### config.mk
export PLATFORM = sky130hd
export DESIGN_NAME = jtag_dap_sequencer
export DESIGN_NICKNAME = d
export VERILOG_FILES = /design/src/rtl/jtag_dap_sequencer.sv
export SDC_FILE = /design/constraint.sdc
export NUM_CORES = 1
export LEC_CHECK = 0
export ABC_AREA = 1
export BUFFER_PORTS_ARGS = -buffer_cell sky130_fd_sc_hd__buf_2
export CAP_MARGIN = 20
export CORE_ASPECT_RATIO = 1.25
export CORE_MARGIN = 4
export CORE_UTILIZATION = 44
export CTS_CLUSTER_DIAMETER = 40
export DETAILED_ROUTE_END_ITERATION = 8
export PLACE_DENSITY = 0.79
export SYNTH_ARGS = -nofsm -noshare
export SYNTH_HDL_FRONTEND = slang
export SYNTH_SLANG_ARGS = --single-unit
### constraint.sdc
create_clock -name CLK -period 1.5 [get_ports CLK]
set_input_delay 0.3 -clock CLK [delete_from_list [all_inputs] [get_ports CLK]]
set_output_delay 0.3 -clock CLK [all_outputs]
set_load 0.05 [all_outputs]
### src/rtl/jtag_dap_sequencer.sv
// ADIv5 JTAG-DP/AP request sequencer: turns one register access into IR/DR scan
// packets for the JTAG PHY FIFO, retries on WAIT and fetches posted reads via RDBUFF.
module jtag_dap_sequencer #(
    parameter int MAX_CLEN    = 4096,
    parameter int BUF_SZ      = 64,
    parameter int CMD_WIDTH   = 3,
    parameter int IR_LEN      = 4,
    parameter int MAX_RETRY   = 15,
    parameter int LEN_W       = $clog2(MAX_CLEN),
    parameter int FIFO_IN_SZ  = BUF_SZ + CMD_WIDTH + LEN_W,
    parameter int FIFO_OUT_SZ = BUF_SZ + $clog2(BUF_SZ)
) (
    input  logic                   CLK,
    input  logic                   RESET,
    input  logic                   REQ_VALID,
    output logic                   REQ_READY,
    input  logic                   REQ_APnDP,
    input  logic [1:0]             REQ_ADDR,
    input  logic                   REQ_RnW,
    input  logic [31:0]            REQ_WDATA,
    output logic                   RESP_VALID,
    output logic [31:0]            RESP_RDATA,
    output logic [1:0]             RESP_ERR,
    output logic                   PHY_ENABLE,
    output logic [FIFO_IN_SZ-1:0]  PHY_WRDATA,
    output logic                   PHY_WREN,
    input  logic                   PHY_WRFULL,
    input  logic [FIFO_OUT_SZ-1:0] PHY_RDDATA,
    output logic                   PHY_RDEN,
    input  logic                   PHY_RDEMPTY
);

    localparam int ILEN_W  = $clog2(BUF_SZ);
    localparam int RETRY_W = $clog2(MAX_RETRY + 1);
    localparam int SCAN_W  = 35;

    localparam logic [IR_LEN-1:0]    IR_DPACC = IR_LEN'(4'hA);
    localparam logic [IR_LEN-1:0]    IR_APACC = IR_LEN'(4'hB);
    localparam logic [CMD_WIDTH-1:0] CMD_TAP  = '0;
    localparam logic [CMD_WIDTH-1:0] CMD_IR   = CMD_WIDTH'(3'b100);
    localparam logic [CMD_WIDTH-1:0] CMD_DR   = CMD_WIDTH'(3'b001);
    localparam logic [LEN_W-1:0]     LEN_IR   = LEN_W'(IR_LEN);
    localparam logic [LEN_W-1:0]     LEN_DR   = LEN_W'(SCAN_W - 1);
    localparam logic [RETRY_W-1:0]   RETRY_MAX = RETRY_W'(MAX_RETRY);
    localparam logic [2:0]           ACK_OK    = 3'b010;
    localparam logic [2:0]           ACK_WAIT  = 3'b001;
    localparam logic [2:0]           ACK_FAULT = 3'b100;

    typedef enum logic [3:0] {
        TAP_RST, IDLE, IR_SEL, DR_SEND, DR_WAIT, DR_POP, DR_CAP,
        RB_IR, RB_SEND, RB_WAIT, RB_POP, RB_CAP, RESP
    } state_t;

    state_t                  state_reg, state_next;
    logic [IR_LEN-1:0]       ir_cache_reg, ir_cache_next;
    logic                    ir_valid_reg, ir_valid_next;
    logic                    apndp_reg, apndp_next;
    logic [1:0]              addr_reg, addr_next;
    logic                    rnw_reg, rnw_next;
    logic [31:0]             wdata_reg, wdata_next;
    logic [RETRY_W-1:0]      retry_reg, retry_next;
    logic                    req_ready_reg, req_ready_next;
    logic                    resp_valid_reg, resp_valid_next;
    logic [31:0]             resp_rdata_reg, resp_rdata_next;
    logic [1:0]              resp_err_reg, resp_err_next;
    logic                    phy_enable_reg;
    logic                    wren_reg, wren_next;
    logic [FIFO_IN_SZ-1:0]   wrdata_reg, wrdata_next;
    logic                    rden_reg, rden_next;

    // Captured scan bit k sits at din[BUF_SZ-35+k]; din is above the ilen field.
    logic [SCAN_W-1:0] scan;
    genvar gi;
    generate
        for (gi = 0; gi < SCAN_W; gi++) begin : g_scan
            assign scan[gi] = PHY_RDDATA[ILEN_W + BUF_SZ - SCAN_W + gi];
        end
    endgenerate

    logic unused_rd_bits;
    assign unused_rd_bits = ^PHY_RDDATA[ILEN_W + BUF_SZ - SCAN_W - 1:0];

    logic [2:0]  ack;
    logic [31:0] rd_word;
    assign ack     = scan[2:0];
    assign rd_word = scan[SCAN_W-1:3];

    logic              in_rb;
    logic [IR_LEN-1:0] ir_need;
    logic [BUF_SZ-1:0] req_scan;
    logic [BUF_SZ-1:0] rdbuff_scan;
    assign in_rb       = (state_reg inside {RB_IR, RB_SEND, RB_WAIT, RB_POP, RB_CAP});
    assign ir_need     = (in_rb || !apndp_reg) ? IR_DPACC : IR_APACC;
    assign req_scan    = BUF_SZ'({wdata_reg, addr_reg, rnw_reg});
    assign rdbuff_scan = BUF_SZ'({32'h0, 2'b11, 1'b1});

    function automatic logic [FIFO_IN_SZ-1:0] pack(input logic [BUF_SZ-1:0] data,
                                                   input logic [LEN_W-1:0] len,
                                                   input logic [CMD_WIDTH-1:0] cmd);
        return {data, len, cmd};
    endfunction

    always_ff @(posedge CLK) begin
        if (RESET) begin
            state_reg      <= TAP_RST;
            ir_cache_reg   <= '0;
            ir_valid_reg   <= 1'b0;
            apndp_reg      <= 1'b0;
            addr_reg       <= '0;
            rnw_reg        <= 1'b0;
            wdata_reg      <= '0;
            retry_reg      <= '0;
            req_ready_reg  <= 1'b0;
            resp_valid_reg <= 1'b0;
            resp_rdata_reg <= '0;
            resp_err_reg   <= '0;
            phy_enable_reg <= 1'b0;
            wren_reg       <= 1'b0;
            wrdata_reg     <= '0;
            rden_reg       <= 1'b0;
        end else begin
            state_reg      <= state_next;
            ir_cache_reg   <= ir_cache_next;
            ir_valid_reg   <= ir_valid_next;
            apndp_reg      <= apndp_next;
            addr_reg       <= addr_next;
            rnw_reg        <= rnw_next;
            wdata_reg      <= wdata_next;
            retry_reg      <= retry_next;
            req_ready_reg  <= req_ready_next;
            resp_valid_reg <= resp_valid_next;
            resp_rdata_reg <= resp_rdata_next;
            resp_err_reg   <= resp_err_next;
            phy_enable_reg <= 1'b1;
            wren_reg       <= wren_next;
            wrdata_reg     <= wrdata_next;
            rden_reg       <= rden_next;
        end
    end

    always_comb begin
        state_next      = state_reg;
        ir_cache_next   = ir_cache_reg;
        ir_valid_next   = ir_valid_reg;
        apndp_next      = apndp_reg;
        addr_next       = addr_reg;
        rnw_next        = rnw_reg;
        wdata_next      = wdata_reg;
        retry_next      = retry_reg;
        req_ready_next  = 1'b0;
        resp_valid_next = 1'b0;
        resp_rdata_next = resp_rdata_reg;
        resp_err_next   = resp_err_reg;
        wren_next       = 1'b0;
        wrdata_next     = wrdata_reg;
        rden_next       = 1'b0;

        case (state_reg)
            TAP_RST: begin
                if (!PHY_WRFULL) begin
                    wren_next     = 1'b1;
                    wrdata_next   = pack('0, '0, CMD_TAP);
                    ir_valid_next = 1'b0;
                    state_next    = IDLE;
                end
            end
            IDLE: begin
                if (REQ_VALID && req_ready_reg) begin
                    apndp_next = REQ_APnDP;
                    addr_next  = REQ_ADDR;
                    rnw_next   = REQ_RnW;
                    wdata_next = REQ_WDATA;
                    retry_next = '0;
                    state_next = IR_SEL;
                end
            end
            IR_SEL, RB_IR: begin
                if (in_rb) begin
                    retry_next = '0;
                end
                if (ir_valid_reg && (ir_cache_reg == ir_need)) begin
                    state_next = in_rb ? RB_SEND : DR_SEND;
                end else if (!PHY_WRFULL) begin
                    wren_next     = 1'b1;
                    wrdata_next   = pack(BUF_SZ'(ir_need), LEN_IR, CMD_IR);
                    ir_cache_next = ir_need;
                    ir_valid_next = 1'b1;
                    state_next    = in_rb ? RB_SEND : DR_SEND;
                end
            end
            DR_SEND, RB_SEND: begin
                if (!PHY_WRFULL) begin
                    wren_next   = 1'b1;
                    wrdata_next = pack(in_rb ? rdbuff_scan : req_scan, LEN_DR, CMD_DR);
                    state_next  = in_rb ? RB_WAIT : DR_WAIT;
                end
            end
            DR_WAIT, RB_WAIT: begin
                if (!PHY_RDEMPTY) begin
                    rden_next  = 1'b1;
                    state_next = in_rb ? RB_POP : DR_POP;
                end
            end
            // Response word is valid the cycle after the pop strobe.
            DR_POP, RB_POP: begin
                state_next = in_rb ? RB_CAP : DR_CAP;
            end
            DR_CAP, RB_CAP: begin
                if (ack == ACK_WAIT) begin
                    if (retry_reg < RETRY_MAX) begin
                        retry_next = retry_reg + RETRY_W'(1);
                        state_next = in_rb ? RB_SEND : DR_SEND;
                    end else begin
                        resp_err_next   = 2'd1;
                        resp_rdata_next = '0;
                        resp_valid_next = 1'b1;
                        state_next      = RESP;
                    end
                end else if (ack == ACK_OK) begin
                    if (in_rb) begin
                        resp_err_next   = 2'd0;
                        resp_rdata_next = rd_word;
                        resp_valid_next = 1'b1;
                        state_next      = RESP;
                    end else if (rnw_reg) begin
                        // Posted read: the real data comes from the RDBUFF scan.
                        state_next = RB_IR;
                    end else begin
                        resp_err_next   = 2'd0;
                        resp_rdata_next = '0;
                        resp_valid_next = 1'b1;
                        state_next      = RESP;
                    end
                end else begin
                    resp_err_next   = (ack == ACK_FAULT) ? 2'd2 : 2'd3;
                    resp_rdata_next = '0;
                    resp_valid_next = 1'b1;
                    state_next      = RESP;
                end
            end
            RESP: begin
                state_next = IDLE;
            end
            default: begin
                state_next = TAP_RST;
            end
        endcase

        req_ready_next = (state_next == IDLE);
    end

    assign REQ_READY  = req_ready_reg;
    assign RESP_VALID = resp_valid_reg;
    assign RESP_RDATA = resp_rdata_reg;
    assign RESP_ERR   = resp_err_reg;
    assign PHY_ENABLE = phy_enable_reg;
    assign PHY_WREN   = wren_reg;
    assign PHY_WRDATA = wrdata_reg;
    assign PHY_RDEN   = rden_reg;

endmodule

Word-level counts from Yosys, hierarchy flattened. Cells that the tools add are included. W data, S select, Z words.

Register bits after elaboration: 167. Input port bits: 111. Output and inout port bits: 118. Logic and storage cells: 125.

$add $sub $neg: 1. $lt $le $gt $ge: 1. Equal/unequal tests: 27. Mux-type cells: 53. Bitwise logic cells: 4. Reductions and logical operators: 23.

Operators with widths (count): $mux W79 (4); $pmux W79 S3 (1); $mux W32 (5); $mux W4 (19); $mux W35 (1); $pmux W4 S8 (1); $eq A4 B4 Y1 const B (5); $ne A2 B2 Y1 const B (9); $eq A4 B3 Y1 const B (4); $mux W1 (14); $reduce_or A2 Y1 (7); $pmux W4 S3 (1); $mux W2 (5); $reduce_and A5 Y1 (2); $eq A4 B1 Y1 const B (2); $eq A4 B2 Y1 const B (2); $reduce_and A3 Y1 (2); $reduce_bool A3 Y1 (2); $reduce_bool A5 Y1 (1); $add A4 B1 Y4 const B (1); $eq A4 B4 Y1 (1); $logic_not A4 Y1 (1); $lt A4 B4 Y1 const B (1); $ne A4 B4 Y1 const B (1); 12 further kinds (17).

Depth between registers and ports, before layout. Gate-level depths: netlist of run 1.

Depth in word-level cells: 9. Gate-level depth with buffers: 13. Gate-level depth less buffers: 12.

Least setup slack after synthesis of run 1. Ideal clock, no wire load.

Path type: flip-flop to flip-flop. Start: register state_reg[0]. End: register wrdata_reg[41] (netlist: PHY_WRDATA[41]). Library setup time: 0.141 ns. Arrival time: 1.481 ns. Required time: 1.359 ns. Slack: -0.122 ns. Stages on the path, launching flop included: 13. Path buffers: 2. Period minus slack after synthesis: 1.622 ns. Cell sequence: dfxtp_1 buf_4 nor2_1 inv_2 o21ai_2 inv_2 o21ai_1 nand2_1 nand2_8 inv_8 buf_12 nand2_4 a21oi_2.

Word-level cells in the longest chain between the ends: 8. Elaborated cells on any way between the ends: 24. Those cells by class: eq/ne (12); mux (4); reduce/logical (8).

Ends and longest elaborated chain: start: declaration (RTL line 54) `state_t state_reg, state_next;`; start signal: assignment (RTL line 122) `state_reg <= state_next;`; $eq A4 B3 Y1, or another cell as far along (RTL line 92, 158); $reduce_bool A5 Y1 (RTL line 92) `assign in_rb = (state_reg inside {RB_IR, RB_SEND, RB_WAIT, RB_POP, RB_CAP});`; $logic_or A1 B1 Y1 (RTL line 93) `assign ir_need = (in_rb || !apndp_reg) ? IR_DPACC : IR_APACC;`; $mux W1 (RTL line 93); $eq A4 B4 Y1 (RTL line 181) `if (ir_valid_reg && (ir_cache_reg == ir_need)) begin`; $logic_and A1 B1 Y1 (RTL line 181); $ne A2 B2 Y1 (no line); $reduce_and A5 Y1 (no line); end signal: assignment (RTL line 136) `wrdata_reg <= wrdata_next;`; end: declaration (RTL line 68) `logic [FIFO_IN_SZ-1:0] wrdata_reg, wrdata_next;`.

Several ways; a longest one is shown, not always the timed one. The select of a mux whose other input is x is not followed. A chain may end at the register's enable or synchronous reset.

Worst setup path in the final report of run 1.
Start: register state_reg[3]. End: register wrdata_reg[24] (netlist: PHY_WRDATA[24]).

Same word-level chain as after synthesis.

==> results of run 1 <==
[worst paths after layout]
kind                      from        endpoint  slack (ns)  depth (start not counted)
setup reg to reg  state_reg[3]  PHY_WRDATA[24]       -0.14                         10
hold / removal     PHY_RDEMPTY        PHY_RDEN        0.08                          2
hold reg to reg    RESP_ERR[1]     RESP_ERR[1]        0.46                          2
setup / recovery  state_reg[3]  PHY_WRDATA[24]       -0.14                         10
[kinds of logic after synthesis]
| logic type | after synthesis | synth area share, % |
|---|---|---|
| buf+inv | 116 | 11.82 |
| flops | 123 | 42.54 |
| xor+xnor | 2 | 0.3027 |
| other cells | 1 | 0.06479 |
| simple gates | 344 | 31.45 |
| compound gates | 137 | 13.60 |
| fa+ha+maj | 1 | 0.2161 |
[power groups by stage]
| stage | Clock [mW] | Sequential, mW | Combinational [mW] |
|---|---|---|---|
| 5_1_grt | 4.02 | 3.34 | 1.47 |
| 4_1_cts | 3.84 | 3.33 | 1.10 |
| 3_5_place_dp | 0 | 3.41 | 1.02 |
| 6_report | 3.82 | 3.34 | 1.40 |
| 2_1_floorplan | 0 | 3.45 | 0.717 |
| 3_3_place_gp | 0 | 3.41 | 1.02 |
[final cells by class]
cell class,instances,area (um^2),share of cell area [%]
tap,168,210.2,2.368
clock inverter,11,96.34,1.085
sequential,123,2476,27.90
timing repair buffer,242,1888,21.27
inverter,27,128.9,1.452
clock buffer,21,450.4,5.075
multi-input combinational,523,3626,40.85
[worst reg2reg max path: cells and delay by family, from the launching register on]
kind,cells,cell delay [ns]
AND/OR/NAND/NOR,6,0.74
buffers and inverters,3,0.31
flip-flops,1,0.38
AO/OA/AOI/OAI,1,0.15
[timing repair]
item                                   4_1_cts  5_1_grt
pin swaps                                   13       59
gates resized for setup                     40      172
setup endpoints to repair                  115      119
hold buffers                                 0        0
cloned                                       1       12
endpoints found under the hold margin        0        0
buffers inserted                             6        6
[routing by layer]
metal / wire, um / up-vias / track usage, %
met1: 6981 / 2695 / 23.12
met2: 9515 / 216 / 35.93
met4: 412 / 0 / 6.913
li1: - / 2767 / -
met3: 1304 / 37 / 6.233
met5: 0 / - / 0
[synthesized netlist by cell type, types with 4 or more instances]
master and number:
sky130_fd_sc_hd__clkbuf_1 22, sky130_fd_sc_hd__inv_1 16, sky130_fd_sc_hd__nand2_1 148, sky130_fd_sc_hd__inv_2 7
sky130_fd_sc_hd__nand3b_1 32, sky130_fd_sc_hd__o21ai_1 4, sky130_fd_sc_hd__dfxtp_1 123, sky130_fd_sc_hd__nand3_1 88
sky130_fd_sc_hd__nor2_1 29, sky130_fd_sc_hd__buf_4 49, sky130_fd_sc_hd__a21oi_2 20, sky130_fd_sc_hd__nand2_2 5
sky130_fd_sc_hd__nand4_1 4, sky130_fd_sc_hd__a21oi_1 94, sky130_fd_sc_hd__o21ai_0 8, sky130_fd_sc_hd__buf_2 14
sky130_fd_sc_hd__nand2_4 21
[metrics by stage]
step                total power [mW]  setup TNS [ns]  util [%]  std cells
CTS                            8.274          -4.630     61.13       1098
finish                         8.555          -8.508     69.47       1115
floorplan                      4.170          -2.346         -        762
global placement               4.423          -11.62     55.09       1059
detailed placement             4.428          -14.02     55.09       1059
global route                   8.832          -19.78     69.47       1115
==> results.txt, run 1 <==
The number of buffer cells added on primary ports is 154. The routed wirelength normalized by instance count is 16.33 um. In this run the worst path has a maximum fanout of 6. The number of primary I/O pins came out at 229.

The worst-case IR drop observed on VDD is 682.8 uV. The DRC marker count from the first detailed-route iteration came out at 291. Setup repair after global routing could not meet its margin everywhere. The height of the chip is 136.2 um. STA classifies the critical path startpoint as a flip-flop. The antenna diode count is 0. The area enclosed by the die boundary came out at 15070 um^2. The maximum level of the CTS H-tree came out at 4. In this run, synthesis inferred 0 flip-flops with an integrated enable.

For this run, design rule violations remaining after detail routing come to 0. The largest clock skew in the final design came out at 0.009958 ns. The combinational group share of total power came out at 16.4%. TritonCTS built the clock tree. The register with the most flip-flops in the layout has 37 of them. The clock transition at the registers of the reported paths is 0.05 ns. The number of maximum-capacitance violations came out at 0.

Summed over all nets, the switching power comes to 2.434 mW. The worst slew margin relative to its limit came out at 65.01%. The share of total power consumed by net switching is 28.45%. The number of global-route vias before repair is 5162.

The setup violation total in the final timing report came out at 111. The fill cell total of the finished layout came out at 951. At the end of routability-driven placement, the weighted congestion stood at 0.8879. After layout, the minimum clock period comes to 1.640 ns. For this run, the number of Yosys warnings is 0. The final worst slack came out at -0.1400 ns.

The total internal power came out at 6.121 mW. The synthesized cell area is 5788 um^2. The top cell types in the final layout, fill and taps aside, are sky130_fd_sc_hd__buf_2, sky130_fd_sc_hd__nand2_1, sky130_fd_sc_hd__dfxtp_1, sky130_fd_sc_hd__a21oi_2, sky130_fd_sc_hd__buf_4. The required time of the worst setup path is 1.84 ns. The detail route stage leaves a number of antenna-violating nets equal to 0. The clock passes through at most 2 buffers. At the later pin of the worst-skew pair, clock insertion delay measures 0.41 ns. The capturing element type of the critical path is a flip-flop. The largest incremental delay on the critical path came out at 0.38 ns. Of the total power, the clock network draws 44.6%.

The kind of cell with the highest combined delay along the critical path is simple AND/OR/NAND/NOR gates. The leakage power total is 3.590 nW. The via count came out at 5715. The share of the synthesized area in the top cell type is 42.54%. The measured slew at the worst slew-check pin is 0.5249 ns.

The worst path uses 109.3% of the clock period. The most used flip-flop cell after synthesis is sky130_fd_sc_hd__dfxtp_1. The total overflow left after global routing is 0. The average cell area after synthesis is 7.995 um^2. Leaving out fill and tap cells, the most frequent cell in the layout is sky130_fd_sc_hd__buf_2. OpenSTA, run right after detailed placement, puts the worst setup slack at -0.1758 ns. The core region is 12780 um^2. The sequential share of power is 39.0%. For this run, asynchronously set or reset flops after synthesis account for 0%.

The initial standard-cell utilization of the core came out at 45.30%. The critical path's most frequent cell is sky130_fd_sc_hd__nor2_4. The post-route standard cell area excluding fillers came out at 8876 um^2. The global-route wire length before repair came out at 25160 um.

The distinct cell type count after synthesis is 42. The run finished, with violations left. The tree built by TritonCTS fans out to 123 sinks. The number of pins exceeding their max-slew limit in the final report is 0. Entering global routing, the biggest net connects 73 pins. Summed over all instances, the cell type with the most area after synthesis is sky130_fd_sc_hd__dfxtp_1. The path class of the tightest hold or removal check is in -> reg. Ranked by total cell area, the synthesized netlist is headed by sky130_fd_sc_hd__dfxtp_1, sky130_fd_sc_hd__nand2_1, sky130_fd_sc_hd__a21oi_1, sky130_fd_sc_hd__nand3_1, sky130_fd_sc_hd__buf_4. In the global route stage, overall resource usage came out at 20.23%. The area growth from synthesis to layout is 53.35%. The share of post-route cells with drive strength above 1 is 52.59%. After detailed routing, the number of vias per cell comes to 5.126.

The sequential fraction of the synthesis area is 42.54%. The number of nets in the layout is 1046. The number of buffers and inverters on the critical path is 3. Traced cell by cell, the critical path runs through nor2_4 > inv_4 > nor3_4 > nor2_4 > inv_2 > nand3_4 > nand2_8 > clkbuf_16 > nand3b_1 > a21oi_2. The initial antenna violation count was 0. In this run the cell area measured after placement is 7039 um^2.

The checks that failed: setup timing. The highest achievable clock rate is 609.8 MHz. The routed wire length is 18210 um. The number of detailed-route iterations in the first pass came out at 5.

The placement row count is 46. The worst hold slack came out at 0.07877 ns. The number of synthesized register bits came out at 123. The number of endpoints with negative hold slack in the final report is 0. The critical path is of the reg -> reg type. The number of clock buffers added by TritonCTS is 17.

The x dimension of the die is 110.6 um. The slowest stage of the critical path belongs to the cell sky130_fd_sc_hd__dfxtp_4. The detailed placer's ending HPWL came out at 10660 um. The worst path arrival time came out at 1.98 ns. The total power per unit cell area came out at 963.8 nW/um^2.

Synthesis produced 724 cells. The buffer cell driving the clock tree root is sky130_fd_sc_hd__clkbuf_16.
Power figures use the tool's default switching activity.
==> run 2, diff against run 1 <==
--- a/config.mk
+++ b/config.mk
@@ -8,7 +8,6 @@
 export ABC_AREA = 1
 export BUFFER_PORTS_ARGS = -buffer_cell sky130_fd_sc_hd__buf_2
 export CAP_MARGIN = 20
-export CORE_ASPECT_RATIO = 1.25
 export CORE_MARGIN = 4
 export CORE_UTILIZATION = 44
 export CTS_CLUSTER_DIAMETER = 40
==> results.txt, run 2 (same netlist as run 1, synthesis figures left out) <==
The number of pins exceeding their max-slew limit in the final report is 0 (unchanged). TritonCTS built the clock tree. The area enclosed by the die boundary came to 15050 um^2 (about the same). The maximum resistive drop on vdd is 744.6 uV (+9.1%). The critical path in this run is classified as reg -> reg.

The largest incremental delay on the critical path is 0.37 ns (about the same). The number of global-route vias before repair is 5052 (-2.1%). The antenna diode count is 0 (unchanged).

The hold-critical path depth came out at 2 (unchanged). The total clock buffers created by CTS came out at 17 (unchanged). The maximum level of the CTS H-tree is 4 (unchanged).

The initial standard-cell utilization of the core is 45.31% (about the same). The number of nets in the layout came to 1028 (-1.7%). The worst setup path is captured at a flip-flop. The all-layer global routing usage was 21.16% (+0.93 points).

Compared with the post-synthesis result, the final layout area differs by 34.72%. The setup TNS after final layout came out at -7.235 ns (+1.272 ns). The placer's final routability congestion estimate came out at 0.9684 (+9.1%).

The number of cells after detailed placement came to 1056 (-0.28%). The required time of the worst setup path is 1.85 ns (about the same). The initial antenna violation count is 0 (unchanged). Setup repair after global routing could not meet its margin everywhere. The x dimension of the die came out at 122.7 um (+11%). The DRC marker count from the first detailed-route iteration is 420 (+44%).

The cell depth of the worst setup path came out at 9 (-1). The number of primary I/O pins came to 229 (unchanged). The fill cell total of the finished layout is 1125 (+18%). The number of nets still failing antenna checks after routing is 0 (unchanged).

The final worst slack came out at -0.1704 ns (-0.03041 ns). The placement row count came out at 41 (-11%). The area of all sequential standard cells is 2476 um^2 (unchanged).

Clock tree synthesis selected as its root buffer the cell sky130_fd_sc_hd__clkbuf_16. The routed wirelength normalized by instance count came out at 14.61 um (-11%). The worst slack after detailed placement is -0.1804 ns (-0.004632 ns). The total power per unit cell area came out at 1050 nW/um^2 (+8.9%).

The setup violation total in the final timing report was 97 (-13%). The number of hold-repair buffers added at the cts stage came to 0 (unchanged). The clock sink total came out at 123 (unchanged).

The worst hold slack is 0.05942 ns (-0.01935 ns). In the layout the commonest cells are sky130_fd_sc_hd__buf_2, sky130_fd_sc_hd__nand2_1, sky130_fd_sc_hd__dfxtp_1, sky130_fd_sc_hd__a21oi_1, sky130_fd_sc_hd__nand3_1. The path category of the worst min-delay check is in -> reg. The final reports fail on setup timing. The critical path goes through nand2_4 > buf_4 > nor2_4 > nor2_4 > buf_4 > nor2_4 > buf_12 > nand3_1 > a21oi_1. The number of endpoints with negative hold slack in the final report is 0 (unchanged). The number of buffers on the longest clock path is 2 (unchanged).

On the critical path the largest part of the delay comes from simple AND/OR/NAND/NOR gates. The highest achievable clock rate came out at 598.7 MHz (-1.8%). The routed wire length came out at 16060 um (-12%). The maximum number of pins on one net before global-route repair is 80 (+9.6%). The number of cells on the worst reg-to-reg path is 9 (-1). The global-route wire length before repair came to 25010 um (-0.58%). The number of flip-flops under the largest register name came out at 37 (unchanged). The via count is 5444 (-4.7%). The final core utilization was 61.04% (-8.4 points).

The via count normalized by instance count came to 4.954 (-3.4%). The area of placed instances is 6934 um^2 (-1.5%). The leakage power total came out at 3.401 nW (-5.3%). The area occupied by multi-input gates came to 2898 um^2 (-20%). The overall power after layout came out at 8.187 mW (-4.3%).

The number of maximum-capacitance violations came to 0 (unchanged). The share of post-route cells with drive strength above 1 is 37.97% (-15 points). The final period demand of the worst path came to 1.670 ns (+0.03041 ns). The share of the clock period used by the worst path after layout came to 111.4% (+2.0 points). The height of the chip came to 122.7 um (-9.9%). The critical path's most frequent cell is sky130_fd_sc_hd__nor2_4. The filler-free cell count of the finished design came out at 1099 (-1.4%). The worst setup path is launched from a flip-flop. The detailed placer's ending HPWL was 10630 um (-0.26%). The buffering stage count on the worst path with inverters included came out at 3 (unchanged). The area of the core region is 12770 um^2 (about the same). The critical-path maximum fanout is 16 (+10). The slowest stage of the critical path is the sky130_fd_sc_hd__dfxtp_2 cell. The number of detailed-route iterations in the first pass came out at 5 (unchanged). The number of buffer cells added on primary ports came out at 154 (unchanged).

The residual overflow from global routing is 0 (unchanged). The library cell used most frequently in the layout, excluding fill and tap cells, is sky130_fd_sc_hd__buf_2. The run finished, with violations left.

The clock transition at the registers of the reported paths is 0.05 ns (about the same). The largest clock skew in the final design came out at 0.007697 ns (-0.002261 ns). The post-route standard cell area excluding fillers came out at 7797 um^2 (-12%). The worst path arrival time is 2.02 ns (+0.04 ns).

The clock latency on the worst-skew pair is 0.41 ns (about the same). The final routed DRC violation total came out at 0 (unchanged).
[run 2: changes by cell type in the layout (fill, tap and decap cells not counted), moves of 11 or more]
| cell | before | now |
|---|---|---|
| sky130_fd_sc_hd__a21oi_1 | 37 | 91 |
| sky130_fd_sc_hd__a21oi_2 | 77 | 23 |
| sky130_fd_sc_hd__nand2_1 | 129 | 142 |
| sky130_fd_sc_hd__nand2_2 | 19 | 8 |
| sky130_fd_sc_hd__nand3_1 | 32 | 86 |
| sky130_fd_sc_hd__nand3_2 | 36 | 3 |
| sky130_fd_sc_hd__nand3_4 | 23 | 2 |
[run 2: power breakdown]
group	internal [mW]	leakage, nW	switching (mW)
sequential	3.31	0.996	0.0247
clock	2.42	0.281	1.40
combinational	0.305	2.12	0.728
total	6.03	3.40	2.16
[run 2: metal layers]
| layer | track usage, % | wire length (um) |
|---|---|---|
| met1 | 26.05 | 6637 |
| met2 | 34.88 | 7905 |
| met3 | 6.175 | 1222 |
| met4 | 8.188 | 291 |
| met5 | 0 | 0 |
[run 2: worst paths after layout]
check,startpoint,endpoint,slack (ns)
max reg2reg,state_reg[0],RESP_RDATA[18],-0.17
max,state_reg[0],RESP_RDATA[18],-0.17
min reg2reg,wdata_reg[0],wdata_reg[0],0.45
min,PHY_RDEMPTY,PHY_RDEN,0.06
[run 2: what timing repair did]
action,4_1_cts,5_1_grt
pin swaps,4,11
gates cloned,2,2
endpoints found under the setup margin,107,121
gates resized for setup,21,19
setup buffers,5,4
[run 2: layout make-up]
| cell class | count | share of cell area [%] |
|---|---|---|
| Clock inverter | 8 | 0.8825 |
| Inverter | 27 | 1.605 |
| Timing Repair Buffer | 224 | 19.62 |
| Multi-Input combinational cell | 523 | 37.16 |
| Sequential cell | 123 | 31.76 |
| Clock buffer | 22 | 6.210 |
| Tap cell | 172 | 2.760 |
==> run 3, diff against run 2 <==
--- a/config.mk
+++ b/config.mk
@@ -8,8 +8,10 @@
 export ABC_AREA = 1
 export BUFFER_PORTS_ARGS = -buffer_cell sky130_fd_sc_hd__buf_2
 export CAP_MARGIN = 20
+export CELL_PAD_IN_SITES_DETAIL_PLACEMENT = 2
+export CELL_PAD_IN_SITES_GLOBAL_PLACEMENT = 2
 export CORE_MARGIN = 4
-export CORE_UTILIZATION = 44
+export CORE_UTILIZATION = 24
 export CTS_CLUSTER_DIAMETER = 40
 export DETAILED_ROUTE_END_ITERATION = 8
 export PLACE_DENSITY = 0.79
==> results.txt, run 3 (same netlist as run 1, synthesis figures left out) <==
The cell sitting at the root of the clock tree is a sky130_fd_sc_hd__clkbuf_16. The critical-path maximum fanout was 8 (-8). The number of primary I/O pins is 229 (unchanged). The share of the clock period used by the worst path after layout came out at 115.2% (+3.8 points). The final worst slack came out at -0.2274 ns (-0.05697 ns). Compared with the post-synthesis result, the final layout area differs by 48.31%. The clock sink total came out at 123 (unchanged). The top cell types in the final layout, fill and taps aside, are sky130_fd_sc_hd__buf_2, sky130_fd_sc_hd__nand2_1, sky130_fd_sc_hd__dfxtp_1, sky130_fd_sc_hd__nand3_1, sky130_fd_sc_hd__a21oi_1.

The number of endpoints with negative hold slack in the final report came out at 0 (unchanged). The leading cell type in the layout, fill and taps excluded is sky130_fd_sc_hd__buf_2. The clock transition at the registers of the reported paths is 0.06 ns (about the same). The routed wire length is 23160 um (+44%). The number of global-route vias before repair came out at 6353 (+26%).

The path class of the tightest hold or removal check is in -> reg. The worst path arrival time was 2.01 ns (about the same). The measured slew at the worst slew-check pin came out at 0.5130 ns. The initial antenna violation count came to 2 (+2). The share of post-route cells with drive strength above 1 was 43.33% (+5.4 points). The all-layer global routing usage was 16.66% (-4.5 points). The number of buffer cells added on primary ports is 154 (unchanged). The power spent charging and discharging nets is 2.446 mW (+13%). The maximum resistive drop on vdd came out at 605.9 uV (-19%). The residual overflow from global routing was 0 (unchanged). The worst setup path is captured at a flip-flop.

The share of total power consumed by net switching came to 28.53% (+2.2 points). The final routed DRC violation total came to 0 (unchanged). The placer's final routability congestion estimate is 0.8347 (-14%). The path type of the worst setup path is reg -> reg. The number of detailed-route iterations in the first pass is 4 (-1).

The largest clock skew in the final design is 0.009508 ns (+0.001811 ns). The maximum level of the CTS H-tree came out at 4 (unchanged). Measured against its own limit, the worst slew margin works out to 65.80%. The number of buffers on the longest clock path was 2 (unchanged). The required time of the worst setup path came to 1.79 ns (-0.06 ns).

The via count normalized by instance count is 4.557 (-8.0%). Setup repair after global routing could not meet its margin everywhere. The global-route wire length before repair came to 35020 um (+40%). STA classifies the critical path startpoint as a flip-flop. The number of nets still failing antenna checks after routing is 0 (unchanged). The area enclosed by the die boundary came to 26670 um^2 (+77%). The area of the core region came out at 23610 um^2 (+85%). The run finished, with violations left. TritonCTS built the clock tree. The number of pins exceeding their max-slew limit in the final report is 0 (unchanged).

The via count is 5765 (+5.9%). The clock latency on the worst-skew pair came out at 0.42 ns (about the same). The initial standard-cell utilization of the core came out at 24.51% (-21 points).

The worst hold slack came out at 0.05991 ns (+0.0004916 ns). The highest achievable clock rate is 578.9 MHz (-3.3%). The total internal power came out at 6.126 mW (+1.6%). The sequential share of power is 39.0% (-1.7 points). The maximum number of pins on one net before global-route repair is 76 (-5.0%).

The combinational group share of total power was 15.3% (+2.7 points). The total power per unit cell area is 998.5 nW/um^2 (-4.9%). The final period demand of the worst path is 1.727 ns (+0.05697 ns).

The overall power after layout was 8.572 mW (+4.7%). The number of flip-flops under the largest register name is 37 (unchanged). The number of hold-repair buffers added at the cts stage was 0 (unchanged). The routed wirelength normalized by instance count came out at 18.30 um (+25%).

The total clock buffers created by CTS came out at 17 (unchanged). The x dimension of the die is 163.3 um (+33%). The setup violation total in the final timing report came out at 84 (-13%). The placement row count is 56 (+37%). The number of nets in the layout came out at 1044 (+1.6%). The number of maximum-capacitance violations is 0 (unchanged).

The proportion of power drawn by the clock network is 45.8% (-0.9 points). The leakage power total is 3.618 nW (+6.4%). The final reports fail on setup timing. The height of the chip came out at 163.3 um (+33%). The DRC marker count from the first detailed-route iteration came out at 183 (-56%). The detailed placer's ending HPWL came to 14650 um (+38%).
-- run 3: cell types whose count changed in the layout (fill, tap and decap cells not counted), sizes merged --
cell	delta
buf	+12
clkbuf	+2
clkinvlp	+2
diode	+2
inv	+1
-- run 3: critical path: stages, from the launching register on --
cell and delay (ns):
sky130_fd_sc_hd__dfxtp_4 0.38, sky130_fd_sc_hd__nor2_2 0.14, sky130_fd_sc_hd__inv_2 0.09, sky130_fd_sc_hd__nor3_4 0.20, sky130_fd_sc_hd__nor2_4 0.06, sky130_fd_sc_hd__inv_2 0.08, sky130_fd_sc_hd__nand3_4 0.10, sky130_fd_sc_hd__nand2_8 0.18
sky130_fd_sc_hd__inv_12 0.07, sky130_fd_sc_hd__buf_12 0.15, sky130_fd_sc_hd__nand2_1 0.06, sky130_fd_sc_hd__a21oi_1 0.06
-- run 3: final cells by class --
class	count	area (um^2)
Tap cell	319	399.1
Timing Repair Buffer	240	1908
Multi-Input combinational cell	523	3113
Antenna cell	2	5.005
Clock buffer	20	456.7
Clock inverter	11	96.34
Fill cell	2689	15030
Sequential cell	123	2479
Inverter	27	127.6
-- run 3: metal layers --
layer / part of all wire [%] / GRT usage (%)
met5: 0.052 / 0
met4: 1.1 / 4.384
met3: 6.4 / 4.971
met2: 52 / 30.19
met1: 40 / 19.07
-- run 3: per-stage QoR --
step | cell area [um^2] | setup slack, ns | util (%) | TNS [ns] | std cells
after CTS | 8237 | -0.1899 | 34.88 | -13.00 | 1252
after detailed placement | 7243 | -0.2988 | 30.68 | -17.19 | 1208
after floorplan | 5971 | -0.04703 | - | -2.346 | 762
final | 8584 | -0.2274 | 36.36 | -13.31 | 1265
after global routing | 8579 | -0.3130 | 36.33 | -22.00 | 1263
after global placement | 7243 | -0.2161 | 30.68 | -11.21 | 1208
-- run 3: repair_timing --
item                       CTS  global route
pin swaps                   24            22
cloned                       6             7
setup buffers                7             4
setup endpoints to repair  119           109
resized for setup           70            42
-- run 3: worst paths after layout --
path	slack, ns	start	end	depth (start not counted)
hold reg to reg	0.46	RESP_RDATA[10]	RESP_RDATA[10]	2
hold / removal	0.06	PHY_RDEMPTY	PHY_RDEN	2
setup / recovery	-0.23	state_reg[3]	PHY_WRDATA[8]	11
setup reg to reg	-0.23	state_reg[3]	PHY_WRDATA[8]	11
-- run 3: power by group through the flow --
| stage | clock network, mW | logic [mW] | registers [mW] |
|---|---|---|---|
| final | 3.92 | 1.31 | 3.34 |
| after global routing | 4.19 | 1.39 | 3.34 |
| after CTS | 4.01 | 1.25 | 3.34 |
| after detailed placement | 0 | 1.11 | 3.41 |
| after global placement | 0 | 1.08 | 3.41 |
| after floorplan | 0 | 0.717 | 3.45 |
